===== src/rtl/clk_div_prog_if.sv =====
// clk_div_prog_if: control/status bundle for the programmable clock divider
interface clk_div_prog_if #(
    parameter int WIDTH = 32
);
    logic             en;
    logic             div_wr;
    logic [WIDTH-1:0] div_in;
    logic             div_pend;
    logic [WIDTH-1:0] div_cur;
    logic             new_clk;
    logic             tick;

    modport master (
        output en, div_wr, div_in,
        input  div_pend, div_cur, new_clk, tick
    );

    modport slave (
        input  en, div_wr, div_in,
        output div_pend, div_cur, new_clk, tick
    );
endinterface


===== src/rtl/clk_div_prog.sv =====
// clk_div_prog: programmable integer / fractional clock divider with shadowed divisor updates
module clk_div_prog #(
    parameter int IN_FREQ  = 50000000,
    parameter int OUT_FREQ = 9600,
    parameter int WIDTH    = 32,
    parameter int MODE     = 0
) (
    input logic           clk,
    input logic           rst,
    clk_div_prog_if.slave bus
);
    localparam logic [63:0] RST_WIDE = (MODE == 0) ? 64'(IN_FREQ / OUT_FREQ)
        : (((64'(OUT_FREQ) << WIDTH) + 64'(IN_FREQ / 2)) / 64'(IN_FREQ));
    localparam logic [WIDTH-1:0] RST_DIV = RST_WIDE[WIDTH-1:0];

    logic [WIDTH-1:0] r_cnt;
    logic [WIDTH-1:0] r_shadow;
    logic [WIDTH-1:0] r_div_cur;
    logic             r_pend;
    logic             r_tick;
    logic             r_new_clk;
    logic [WIDTH-1:0] w_d;
    logic [WIDTH-1:0] w_cnt_nxt;
    logic [WIDTH:0]   w_sum;
    logic             w_wrap;
    logic             w_load;
    logic             w_clk_nxt;

    // Next count/phase, wrap detection and divisor load decision; r_cnt doubles as the phase accumulator in MODE 1
    always_comb begin
        w_d       = (r_div_cur < WIDTH'(2)) ? WIDTH'(2) : r_div_cur;
        w_sum     = {1'b0, r_cnt} + {1'b0, r_div_cur};
        w_wrap    = (MODE == 0) ? (r_cnt >= w_d - WIDTH'(1)) : w_sum[WIDTH];
        w_cnt_nxt = (MODE == 0) ? (w_wrap ? '0 : r_cnt + WIDTH'(1)) : w_sum[WIDTH-1:0];
        w_clk_nxt = (MODE == 0) ? (w_wrap | (r_new_clk & (w_cnt_nxt != (w_d >> 1))))
                                : w_sum[WIDTH-1];
        w_load    = r_pend & (~bus.en | w_wrap);
    end

    // Counter, output flops and shadow divisor; a load only happens at a period boundary while enabled
    always_ff @(posedge clk or posedge rst) begin
        if (rst) begin
            r_cnt     <= '0;
            r_shadow  <= '0;
            r_div_cur <= RST_DIV;
            r_pend    <= 1'b0;
            r_tick    <= 1'b0;
            r_new_clk <= 1'b0;
        end else begin
            r_tick <= bus.en & w_wrap;
            if (bus.en) begin
                r_cnt     <= w_cnt_nxt;
                r_new_clk <= w_clk_nxt;
            end
            if (w_load)
                r_div_cur <= r_shadow;
            if (bus.div_wr)
                r_shadow <= bus.div_in;
            r_pend <= bus.div_wr | (r_pend & ~w_load);
        end
    end

    assign bus.div_pend = r_pend;
    assign bus.div_cur  = r_div_cur;
    assign bus.new_clk  = r_new_clk;
    assign bus.tick     = r_tick;
endmodule


===== src/flat_wrapper.sv =====
// flat-port wrapper written by rule: the top's interface ports become plain ports
module clk_div_prog_flat 
#(
    parameter int IN_FREQ  = 50000000,
    parameter int OUT_FREQ = 9600,
    parameter int WIDTH    = 32,
    parameter int MODE     = 0
)
  (clk, rst, bus_en, bus_div_wr, bus_div_in, bus_div_pend, bus_div_cur, bus_new_clk, bus_tick);
  clk_div_prog_if #(.WIDTH(WIDTH)) bus_i ();
  input logic clk;
  input logic rst;
  input wire logic [$bits(bus_i.en)-1:0] bus_en;
  input wire logic [$bits(bus_i.div_wr)-1:0] bus_div_wr;
  input wire logic [$bits(bus_i.div_in)-1:0] bus_div_in;
  output wire logic [$bits(bus_i.div_pend)-1:0] bus_div_pend;
  output wire logic [$bits(bus_i.div_cur)-1:0] bus_div_cur;
  output wire logic [$bits(bus_i.new_clk)-1:0] bus_new_clk;
  output wire logic [$bits(bus_i.tick)-1:0] bus_tick;
  assign bus_i.en = bus_en;
  assign bus_i.div_wr = bus_div_wr;
  assign bus_i.div_in = bus_div_in;
  assign bus_div_pend = bus_i.div_pend;
  assign bus_div_cur = bus_i.div_cur;
  assign bus_new_clk = bus_i.new_clk;
  assign bus_tick = bus_i.tick;
  clk_div_prog #(.IN_FREQ(IN_FREQ), .OUT_FREQ(OUT_FREQ), .WIDTH(WIDTH), .MODE(MODE)) u_core (.clk(clk), .rst(rst), .bus(bus_i));
endmodule

===== config.mk =====
export PLATFORM = sky130hd
export DESIGN_NAME = clk_div_prog_flat
export DESIGN_NICKNAME = d
export VERILOG_FILES = /design/src/rtl/clk_div_prog_if.sv /design/src/rtl/clk_div_prog.sv /design/src/flat_wrapper.sv
export SDC_FILE = /design/constraint.sdc
export NUM_CORES = 1
export LEC_CHECK = 0
export BUFFER_PORTS_ARGS = -buffer_cell sky130_fd_sc_hd__buf_2
export CORE_AREA = 2 2 113 126
export CTS_CLUSTER_DIAMETER = 50
export CTS_CLUSTER_SIZE = 20
export DETAILED_ROUTE_END_ITERATION = 16
export DIE_AREA = 0 0 115 128
export PLACE_DENSITY = 0.74
export REMOVE_ABC_BUFFERS = 1
export SYNTH_ARGS = -nofsm -noshare
export SYNTH_HDL_FRONTEND = slang
export SYNTH_SLANG_ARGS = --single-unit

===== constraint.sdc =====
create_clock -name clk -period 8.1 [get_ports clk]
set_input_delay 0.405 -clock clk [delete_from_list [all_inputs] [get_ports clk]]
set_output_delay 0.405 -clock clk [all_outputs]
set_load 0.01 [all_outputs]

==> flow_summary_export.csv <==
group,metric,value,unit
status,outcome,"completed",
cts,clockBufferDepth,2,
synth,syn_area,6650,um^2
power_and_ir_drop,cellPowerDensity,216,nW/um^2
place,pre_cts_slack,1.77,ns
global_route,grt_start_max_net_pins,60,
finish,nNetsFinal,798,
finish,antennaDiodeCount,0,
finish,fin_cells,897,
cts,numCtsBuffers,9,
synth,ys_ff_latch,99,
routing,dr.pass1.iters,5,
timing,hold_slack,0.0901,ns
routing,route.detailed.drc,0,
timing,setup_viol_count_final,0,
finish,drive_above_1_share,24.7,%
place,hpwlAfterDp,13300,um
finish,syn_to_final_growth,10.6,%
global_route,grt_pass1_vias,5469,
cts,path_clk_slew,0.08,ns
synth,synth_cell_types,69,
power_and_ir_drop,switchingPower,591,uW
synth,synth_edf_count,0,
timing,tns,0,ns
power_and_ir_drop,combPwrFrac,28.6,%
worst_setup_path,r2r_cells,22,
place,numPortBuffers,70,
timing,slew_viol_final,0,
global_route,grt_pass1_wl,29300,um
cts,cts_max_level,3,
cts,root_buffer,"clkbuf_16",
global_route,grt_antenna_before_repair,0,
hold_path,hold_path_class,"input port to async pin",
timing,min_period,6.46,ns
worst_setup_path,reg2reg_setup_slack,1.64,ns
routing,first_iter_violations,438,
worst_setup_path,r2r-start,"u_core.bus.div_cur[8]",
synth,async_flop_share,100,%
worst_setup_path,crit_fanout,19,
timing,relSlewSlack,48.5,%
timing,tightest_slew,0.765,ns
global_route,grt-ovfl-total,0,
cts,cts_sinks,99,
floorplanning,dieArea,14700,um^2
worst_setup_path,arrival,6.72,ns
cts,cts_setup_buffers,0,
routing,num_vias,5689,
cts,cts_tree,"built",
worst_setup_path,critPathLaunchType,"flop",
routing,ant_nets,0,
power_and_ir_drop,internal_power,1000,uW
cts,clkLatencyLatePin,0.36,ns
floorplanning,floorplan.initialDensity,49.2,%
worst_setup_path,cp.required,8.37,ns
power_and_ir_drop,power.share.clock,26.7,%
place,place_congestion,0.996,
worst_setup_path,r2r_end,"u_core.bus.new_clk",
timing,final.setup.worst_slack,1.64,ns
floorplanning,ioPinCount,71,
floorplanning,std_cell_rows,45,
power_and_ir_drop,peakVddDrop,0.162,mV
timing,hold_violations,0,
worst_setup_path,endpoint_kind,"flop",
run,maxCapViolations,0,
finish,finish.utilization,54.4,%
routing,avgRoutedWirePerCell,20.1,um
floorplanning,core,13500,um^2
synth,ys.flop_type,"dfrtp_1",
synth,avgSynthCellArea,9.75,um^2
timing,rsz0062_at_grt,"false",
power_and_ir_drop,p_leak,0.00305,uW
power_and_ir_drop,pwr-share-seq,44.6,%
synth,synth_warnings,0,
power_and_ir_drop,swShare,37.1,%
worst_setup_path,worst-setup-path-type,"flop to flop",
synth,seq_area_frac_synth,37.4,%
floorplanning,fp.dieW,115,um
timing,post-route-period-util,79.7,%
cts,postCtsResizedCells,0,
place,dp_cells,881,
routing,postRouteWirelength,18000,um
synth,syn-instance-count,682,
cts,cts_hold_buf,0,
routing,avgViaCountPerCell,6.34,
floorplanning,die_y,128,um
global_route,grt_usage,25.4,%
timing,fin_skew,0.0103,ns
timing,clock.fmax,0.155,GHz
-- worst max path at each step --
stage                                 from               endpoint  slack, ns  cells after the start
finish               u_core.bus.div_cur[8]     u_core.bus.new_clk       1.64                     22
global route         u_core.bus.div_cur[8]     u_core.bus.new_clk       1.21                     22
floorplan           u_core.bus.div_cur[17]  u_core.bus.div_cur[0]       2.34                     18
global placement     u_core.bus.div_cur[8]     u_core.bus.new_clk       1.98                     22
CTS                  u_core.bus.div_cur[8]     u_core.bus.new_clk       1.74                     22
detailed placement   u_core.bus.div_cur[8]     u_core.bus.new_clk       1.77                     22
-- cell families (layout without fill, tap and decap cells) --
| group | Yosys count | after routing | synth area share [%] |
|---|---|---|---|
| adders and majority gates | 34 | 34 | 6.40 |
| and+or+nand+nor | 236 | 236 | 20.0 |
| buffers and inverters | 53 | 104 | 3.29 |
| DFF | 99 | 99 | 37.4 |
| xor gates and xnor gates | 70 | 70 | 9.64 |
| AOI/OAI and AO/OA | 124 | 124 | 12.1 |
| muxes | 66 | 66 | 11.1 |
-- registers in the layout (all words and copies together), names as in the netlist --
signal,flops
u_core.r_shadow,32
u_core.bus.new_clk,1
u_core.bus.div_pend,1
u_core.bus.div_cur,32
u_core.bus.tick,1
u_core.r_cnt,32
-- worst max-delay path: stages, from the launching register on --
cell	delay, ns
dfrtp_1	0.48
nor4_1	0.52
or4b_2	0.67
nor3_4	0.23
nand2_1	0.13
nand2_1	0.15
ha_1	0.28
nand3_1	0.19
nor2_1	0.29
and2_1	0.22
nand2_1	0.08
xor2_1	0.19
ha_1	0.34
nand4_1	0.14
or4_1	0.60
nand2b_1	0.19
and3_1	0.25
nand2_1	0.52
buf_4	0.34
a21oi_1	0.07
o211ai_1	0.23
nor4_2	0.06
a41oi_1	0.21
-- through the flow --
step           instance area, um^2  power [uW]
2_1_floorplan                 6480         980
6_report                      7350        1590
3_3_place_gp                  7070        1140
4_1_cts                       7350        1590
3_5_place_dp                  7070        1160
5_1_grt                       7350        1670
-- Yosys cell counts (all sizes together) (2+ instances only) --
master	number	area share, %
xnor3	2	0.68
a31oi	7	0.66
mux2i	2	0.30
a21oi	24	1.8
nor2	34	2.0
a211oi	7	0.79
o32ai	3	0.40
o31ai	14	1.6
nor3b	2	0.23
nor4b	5	0.75
ha	34	6.4
and4	3	0.40
o2bb2ai	7	0.92
nor3	16	1.4
xor2	27	3.6
o22ai	2	0.19
a21o	3	0.34
nor4	13	1.8
or4	7	0.96
clkbuf	28	1.6
a2111o	2	0.34
nand3	24	1.9
nand2	74	4.2
mux2	64	11
nand4	16	1.8
nand2b	12	1.1
dfstp	5	2.0
and2	3	0.30
nor2b	3	0.28
and3	6	0.56
or4b	4	0.60
inv	14	0.79
o21ai	39	2.9
a311o	2	0.32
dfrtp	94	35
buf	11	0.90
o211ai	4	0.45
or2	3	0.28
o32a	2	0.30
nand3b	2	0.23
xnor2	41	5.4
or3	7	0.68
-- area by class of cell --
| type | instances | area (um^2) |
|---|---|---|
| Fill cell | 1196 | 6160 |
| Multi-Input combinational cell | 530 | 3950 |
| Sequential cell | 99 | 2480 |
| Timing Repair Buffer | 74 | 380 |
| Clock buffer | 10 | 229 |
| Tap cell | 164 | 205 |
| Clock inverter | 6 | 56.3 |
| Inverter | 14 | 55.1 |
-- power by group through the flow --
stage | Combinational [uW] | Sequential, uW | Clock, uW
global placement | 433 | 708 | 0
global route | 499 | 722 | 445
detailed placement | 448 | 714 | 0
CTS | 451 | 705 | 429
finish | 455 | 710 | 425
floorplan | 291 | 689 | 0
-- per-layer routing --
metal / GRT usage (%) / vias up / share of wire, %
met4: 12.8 / 0 / 4.7
met1: 34.8 / 2769 / 42
li1: - / 2581 / -
met3: 3.74 / 71 / 6.2
met2: 39.2 / 268 / 47
met5: 0 / - / 0
-- layout by cell type, fill, tap and decap left out, types with 9 or more instances in the layout --
cell type  instances
nor4_1            10
inv_1             13
nand2b_1          12
buf_2             70
mux2_2            64
nor2_1            33
nand3_1           23
o31ai_1           14
o21ai_0           39
nor3_1            15
ha_1              34
xor2_1            27
nand4_1           14
xnor2_1           41
nand2_1           74
dfrtp_1           94
a21oi_1           24
clkbuf_16          9
Note: power is estimated with default switching activity, not from simulation.
